--- src/rtl/sync_fifo_cntrl_pkg.sv ---
// Shared definitions for sync_fifo_cntrl.
// - calc_aw   : address width derived from the FIFO depth
// - def_afull : default almost-full threshold (depth-2)
// - cfg_ok    : elaboration-time legality check of depth and thresholds
package sync_fifo_cntrl_pkg;

  localparam int DEF_DATA_W     = 8;
  localparam int DEF_DEPTH      = 8;
  localparam int DEF_AEMPTY_THR = 2;

  function automatic int calc_aw(input int depth);
    return (depth <= 1) ? 1 : $clog2(depth);
  endfunction

  function automatic int def_afull(input int depth);
    return depth - 2;
  endfunction

  // Depth must be a power of two (>= 4) so pointers wrap for free;
  // thresholds must be ordered and reachable.
  function automatic bit cfg_ok(input int depth, input int aempty, input int afull);
    return (depth >= 4) && ((depth & (depth - 1)) == 0) &&
           (aempty >= 0) && (aempty < afull) && (afull <= depth);
  endfunction

endpackage

--- src/rtl/sync_fifo_cntrl_fifo_regmem.sv ---
// fifo_regmem: register-array storage for the FIFO.
// Ports:
//   clk      - clock, rising edge
//   rst      - asynchronous active-low clear of every word
//   we_i     - write enable
//   waddr_i  - write address
//   wdata_i  - write data
//   raddr_i  - combinational read address
//   rdata_o  - combinational read data (mem[raddr_i])
module fifo_regmem #(
  parameter int DW    = 8,
  parameter int DEPTH = 8,
  parameter int AW    = 3
) (
  input  logic          clk,
  input  logic          rst,
  input  logic          we_i,
  input  logic [AW-1:0] waddr_i,
  input  logic [DW-1:0] wdata_i,
  input  logic [AW-1:0] raddr_i,
  output logic [DW-1:0] rdata_o
);

  logic [DEPTH-1:0][DW-1:0] mem_q;

  always_ff @(posedge clk or negedge rst) begin
    if (!rst) begin
      mem_q <= '0;
    end else if (we_i) begin
      mem_q[waddr_i] <= wdata_i;
    end
  end

  assign rdata_o = mem_q[raddr_i];

endmodule

--- src/rtl/sync_fifo_cntrl.sv ---
// sync_fifo_cntrl: single-clock first-word-fall-through FIFO with
// occupancy count, full/empty, programmable almost flags, sticky
// overflow/underflow errors and a synchronous flush.
// Ports:
//   clk, rst        - clock (rising) / asynchronous active-low reset
//   flush           - synchronous clear of pointers, count and errors
//   w_inc, w_data   - push request and data
//   r_inc, r_data   - pop request and head-of-FIFO word
//   full, empty     - count == fifo_depth / count == 0
//   almost_full     - count >= afull_thr
//   almost_empty    - count <= aempty_thr
//   count           - occupancy 0..fifo_depth
//   overflow        - sticky: push attempted while full
//   underflow       - sticky: pop attempted while empty
//   clr_err         - clears overflow/underflow (a same-cycle set wins)
module sync_fifo_cntrl
  import sync_fifo_cntrl_pkg::*;
#(
  parameter  int data_width = DEF_DATA_W,
  parameter  int fifo_depth = DEF_DEPTH,
  parameter  int afull_thr  = def_afull(fifo_depth),
  parameter  int aempty_thr = DEF_AEMPTY_THR,
  localparam int add_width  = calc_aw(fifo_depth)
) (
  input  logic                  clk,
  input  logic                  rst,
  input  logic                  flush,
  input  logic                  w_inc,
  input  logic [data_width-1:0] w_data,
  input  logic                  r_inc,
  output logic [data_width-1:0] r_data,
  output logic                  full,
  output logic                  empty,
  output logic                  almost_full,
  output logic                  almost_empty,
  output logic [add_width:0]    count,
  output logic                  overflow,
  output logic                  underflow,
  input  logic                  clr_err
);

  if (!cfg_ok(fifo_depth, aempty_thr, afull_thr)) begin : g_bad_cfg
    $error("sync_fifo_cntrl: illegal fifo_depth / threshold combination");
  end

  localparam logic [add_width:0]   DEPTH_C  = (add_width+1)'(fifo_depth);
  localparam logic [add_width:0]   AFULL_C  = (add_width+1)'(afull_thr);
  localparam logic [add_width:0]   AEMPTY_C = (add_width+1)'(aempty_thr);
  localparam logic [add_width:0]   CNT_ONE  = (add_width+1)'(1);
  localparam logic [add_width-1:0] PTR_ONE  = add_width'(1);

  logic [add_width-1:0] wr_ptr_q, wr_ptr_d;
  logic [add_width-1:0] rd_ptr_q, rd_ptr_d;
  logic [add_width:0]   count_q, count_d;
  logic                 ovf_q, ovf_d;
  logic                 udf_q, udf_d;
  logic                 wclken, rclken;

  // Flags come from registered count only, never from the requests.
  assign full         = (count_q == DEPTH_C);
  assign empty        = (count_q == '0);
  assign almost_full  = (count_q >= AFULL_C);
  assign almost_empty = (count_q <= AEMPTY_C);
  assign count        = count_q;
  assign overflow     = ovf_q;
  assign underflow    = udf_q;

  // Acceptance looks at this cycle's flags, so a pop cannot make room
  // for a same-cycle push (and vice versa). Flush suppresses both.
  assign wclken = w_inc && !full  && !flush;
  assign rclken = r_inc && !empty && !flush;

  always_comb begin
    wr_ptr_d = wr_ptr_q;
    rd_ptr_d = rd_ptr_q;
    count_d  = count_q;
    ovf_d    = ovf_q;
    udf_d    = udf_q;
    if (flush) begin
      wr_ptr_d = '0;
      rd_ptr_d = '0;
      count_d  = '0;
      ovf_d    = 1'b0;
      udf_d    = 1'b0;
    end else begin
      if (wclken) wr_ptr_d = wr_ptr_q + PTR_ONE;
      if (rclken) rd_ptr_d = rd_ptr_q + PTR_ONE;
      unique case ({wclken, rclken})
        2'b10:   count_d = count_q + CNT_ONE;
        2'b01:   count_d = count_q - CNT_ONE;
        default: count_d = count_q;
      endcase
      // Set beats clear when both happen together.
      ovf_d = (w_inc && full)  || (ovf_q && !clr_err);
      udf_d = (r_inc && empty) || (udf_q && !clr_err);
    end
  end

  always_ff @(posedge clk or negedge rst) begin
    if (!rst) begin
      wr_ptr_q <= '0;
      rd_ptr_q <= '0;
      count_q  <= '0;
      ovf_q    <= 1'b0;
      udf_q    <= 1'b0;
    end else begin
      wr_ptr_q <= wr_ptr_d;
      rd_ptr_q <= rd_ptr_d;
      count_q  <= count_d;
      ovf_q    <= ovf_d;
      udf_q    <= udf_d;
    end
  end

  fifo_regmem #(
    .DW    (data_width),
    .DEPTH (fifo_depth),
    .AW    (add_width)
  ) u_mem (
    .clk     (clk),
    .rst     (rst),
    .we_i    (wclken),
    .waddr_i (wr_ptr_q),
    .wdata_i (w_data),
    .raddr_i (rd_ptr_q),
    .rdata_o (r_data)
  );

endmodule

--- config.mk ---
export PLATFORM = sky130hd
export DESIGN_NAME = sync_fifo_cntrl
export DESIGN_NICKNAME = d
export VERILOG_FILES = /design/src/rtl/sync_fifo_cntrl_pkg.sv /design/src/rtl/sync_fifo_cntrl_fifo_regmem.sv /design/src/rtl/sync_fifo_cntrl.sv
export SDC_FILE = /design/constraint.sdc
export NUM_CORES = 1
export LEC_CHECK = 0
export BUFFER_PORTS_ARGS = -buffer_cell sky130_fd_sc_hd__buf_2
export CORE_MARGIN = 1
export CORE_UTILIZATION = 40
export DETAILED_ROUTE_END_ITERATION = 8
export PLACE_DENSITY_LB_ADDON = 0.05
export SKIP_LAST_GASP = 1
export SYNTH_ARGS = -nofsm -noshare
export SYNTH_HDL_FRONTEND = slang
export SYNTH_SLANG_ARGS = --single-unit
--- constraint.sdc ---
create_clock -name clk -period 2.5 [get_ports clk]
set_input_delay 0.125 -clock clk [delete_from_list [all_inputs] [get_ports clk]]
set_output_delay 0.125 -clock clk [all_outputs]
set_load 0.05 [all_outputs]
==> reports/qor.yml <==
status:
  status: "finished, final reports clean"
sta:
  slew_viol_final: 0
  min_period_over_period_pct: 92.8
  hold_viol: 0
  fin_skew_ps: 7.82
  setup_viol: 0
  tightest_slew_ps: 610
  clock.fmax_ghz: 0.431
  rsz0062_at_grt: "false"
  slew_headroom_pct: 59.2
  period_needed_ps: 2320
placement:
  portBuffers: 31
  hpwl_microns: 4940
  dpl_cell_area_sq_mm: 0.00411
  globalplace.congestion: 0.736
route:
  num_vias: 2181
  post_drt_wl_per_cell_microns: 18.9
  wl_microns: 7640
  via_per_inst: 5.39
  drc: 0
  first_iter_violations: 46
  dr.pass1.iters: 4
  ant_nets: 0
synthesis:
  synth.area.top_cells: "dfrtp_1, mux2_2, mux4_2"
  synth_seq_cells: 76
  synthCells: 244
  synth_cell_types: 35
  synth_flop_cell: "dfrtp_1"
  ys_async_sr_fraction_pct: 100
  synth_most_common_cell: "dfrtp_1"
  ys_seq_area_share_pct: 52.7
  synth_nets: 262
  yosysTopAreaCell: "dfrtp_1"
  synth_area_sq_mm: 0.00361
  yosysWarnings: 0
  syn_avg_cell_area_sq_um: 14.8
  yosys.area.top_type_share_pct: 52.7
  ys_top_cells_by_count: "dfrtp_1, mux2_2, mux4_2"
  synth_edf_count: 0
flow_run:
  drv_cap: 0
worst_setup_path:
  worst_setup_path_end_kind: "flop"
  slowest_delay_ps: 500
  crit_path_start_kind: "flop"
  critical_path.cell_chain: "nor4b_4 > nand2b_4 > nand2_4 > nor2_4 > xor2_1 > ha_2 > or4_1 > o41ai_1 > a2111oi_0"
  crit_slowest_cell: "dfrtp_2"
  crit_arrival_ps: 2530
  required_ps: 2710
  critPathMaxFanout: 9
  crit_type: "reg -> reg"
die:
  coreArea_sq_mm: 0.00872
  io_pins: 32
  row_count: 34
  die_h_microns: 96.9
  initial_utilization_pct: 41.3
  die_area_sq_mm: 0.00940
  die_w_microns: 96.9
layout:
  nNetsFinal: 310
  final_area_sq_mm: 0.00433
  syn_to_final_growth_pct: 20.0
  drive_gt1_share_pct: 56.6
  n_antenna_cell: 0
power:
  power_w: 0.00474
  irDropWorstVdd_v: 0.000529
  power.density_mw_per_mm2: 1100
  power.leakage_nw: 2.00
clock_tree:
  cts_root_buf: "clkbuf_8"
  cts_tree: "built"
  insertion_delay_ps: 340
  post-cts-setup-buffer-count: 0
  clkTransAtPathRegs_ps: 80
  cts_sinks: 76
  cts_buffer_depth: 2
  cts_inserted_buffers: 9
  h-tree-depth: 3
grt:
  grt_pass1_wl_microns: 12800
  antenna_found_initial: 0
  grt_max_degree: 47
  gr-total-overflow: 0
  grt_use_total_pct: 17.8
  grt_pass1_vias: 2265
min_path:
  worstHoldPathType: "in -> reg"
[flip-flops by register name, summed over array words and instances (netlist names)]
signal	count
count	4
wr_ptr_q	3
underflow	1
overflow	1
rd_ptr_q	3
u_mem.mem_q	64
[where the power goes]
part           switching, W  total [W]  internal [W]
sequential         0.000250    0.00179       0.00154
combinational       0.00113    0.00199      0.000852
clock              0.000446   0.000959      0.000513
total               0.00183    0.00474       0.00291
[layer usage]
metal / vias up / share of wire, % / track usage [%]
met5: - / 0 / 0
met4: 0 / 1.3 / 6.54
met3: 8 / 2.8 / 2.96
met2: 30 / 46 / 26.2
met1: 1142 / 50 / 26.3
li1: 1001 / - / -
[per-stage QoR]
stage          hold slack (ps)  worst slack, ps  TNS, ps  util (%)  instances
2_1_floorplan             -171             -449    -3490         -        244
3_3_place_gp              94.9              170        0      47.2        388
3_5_place_dp               104              121        0      47.2        388
4_1_cts                   85.5              115        0      49.6        405
5_1_grt                   94.7             3.19        0      49.6        405
6_report                  97.7              180        0      49.6        405
[path summary, 6_finish.rpt]
kind | to | slack, ps | depth (start not counted) | from
worst max register to register | count[2] | 180 | 9 | count[0]
worst min register to register | u_mem.mem_q[17] | 500 | 1 | u_mem.mem_q[17]
min in group asynchronous | u_mem.mem_q[30] | 260 | 2 | rst
worst min-delay path | underflow | 100 | 4 | clr_err
max in group asynchronous | u_mem.mem_q[32] | 1650 | 3 | rst
worst max-delay path | count[2] | 180 | 9 | count[0]
[critical path: cells and delay by family, from the launching register on]
kind / cells / cell delay [ps]
XOR/XNOR: 1 / 180
AO/OA/AOI/OAI: 2 / 420
AND/OR/NAND/NOR: 5 / 880
flip-flops: 1 / 500
adder cells (fa/ha/maj): 1 / 210
[cells in the final DEF, fill, tap and decap left out, drive strengths merged, types with 2 or more instances in the layout]
cell type  instances
clkbuf            12
xor2               3
nand3b             3
nand2b             2
nor3               2
mux4              16
mux2              72
nor2b              5
nor3b              3
ha                 4
a21oi              4
dfrtp             76
o21ai              2
nand3              2
nor2              12
or3                2
xnor2              3
a31oi              2
buf               47
nand2              9
clkinv             2
[final cells by class]
type / instances / area, sq um
clock buffer: 12 / 155
clock inverter: 4 / 47.5
fill: 779 / 4390
multi-input combinational: 157 / 1780
sequential: 76 / 1910
tap: 108 / 135
timing repair buffer: 48 / 300
[cell families (layout without fill, tap and decap cells)]
kind of cell	count (synthesis)	after routing	share of synthesized area, %
AND/OR/NAND/NOR	44	44	7.70
multiplexers	89	89	32.8
XOR/XNOR	6	6	1.46
buffers and inverters	11	64	1.28
flip-flops	76	76	52.7
adder cells (fa/ha/maj)	4	4	1.39
AO/OA/AOI/OAI	14	14	2.67
[timing repair]
item,in CTS,in global routing
hold endpoints to repair,30,0
hold buffers,1,0
setup endpoints to repair,0,2
gates resized for setup,0,1
(Power assumes the default switching activity.)
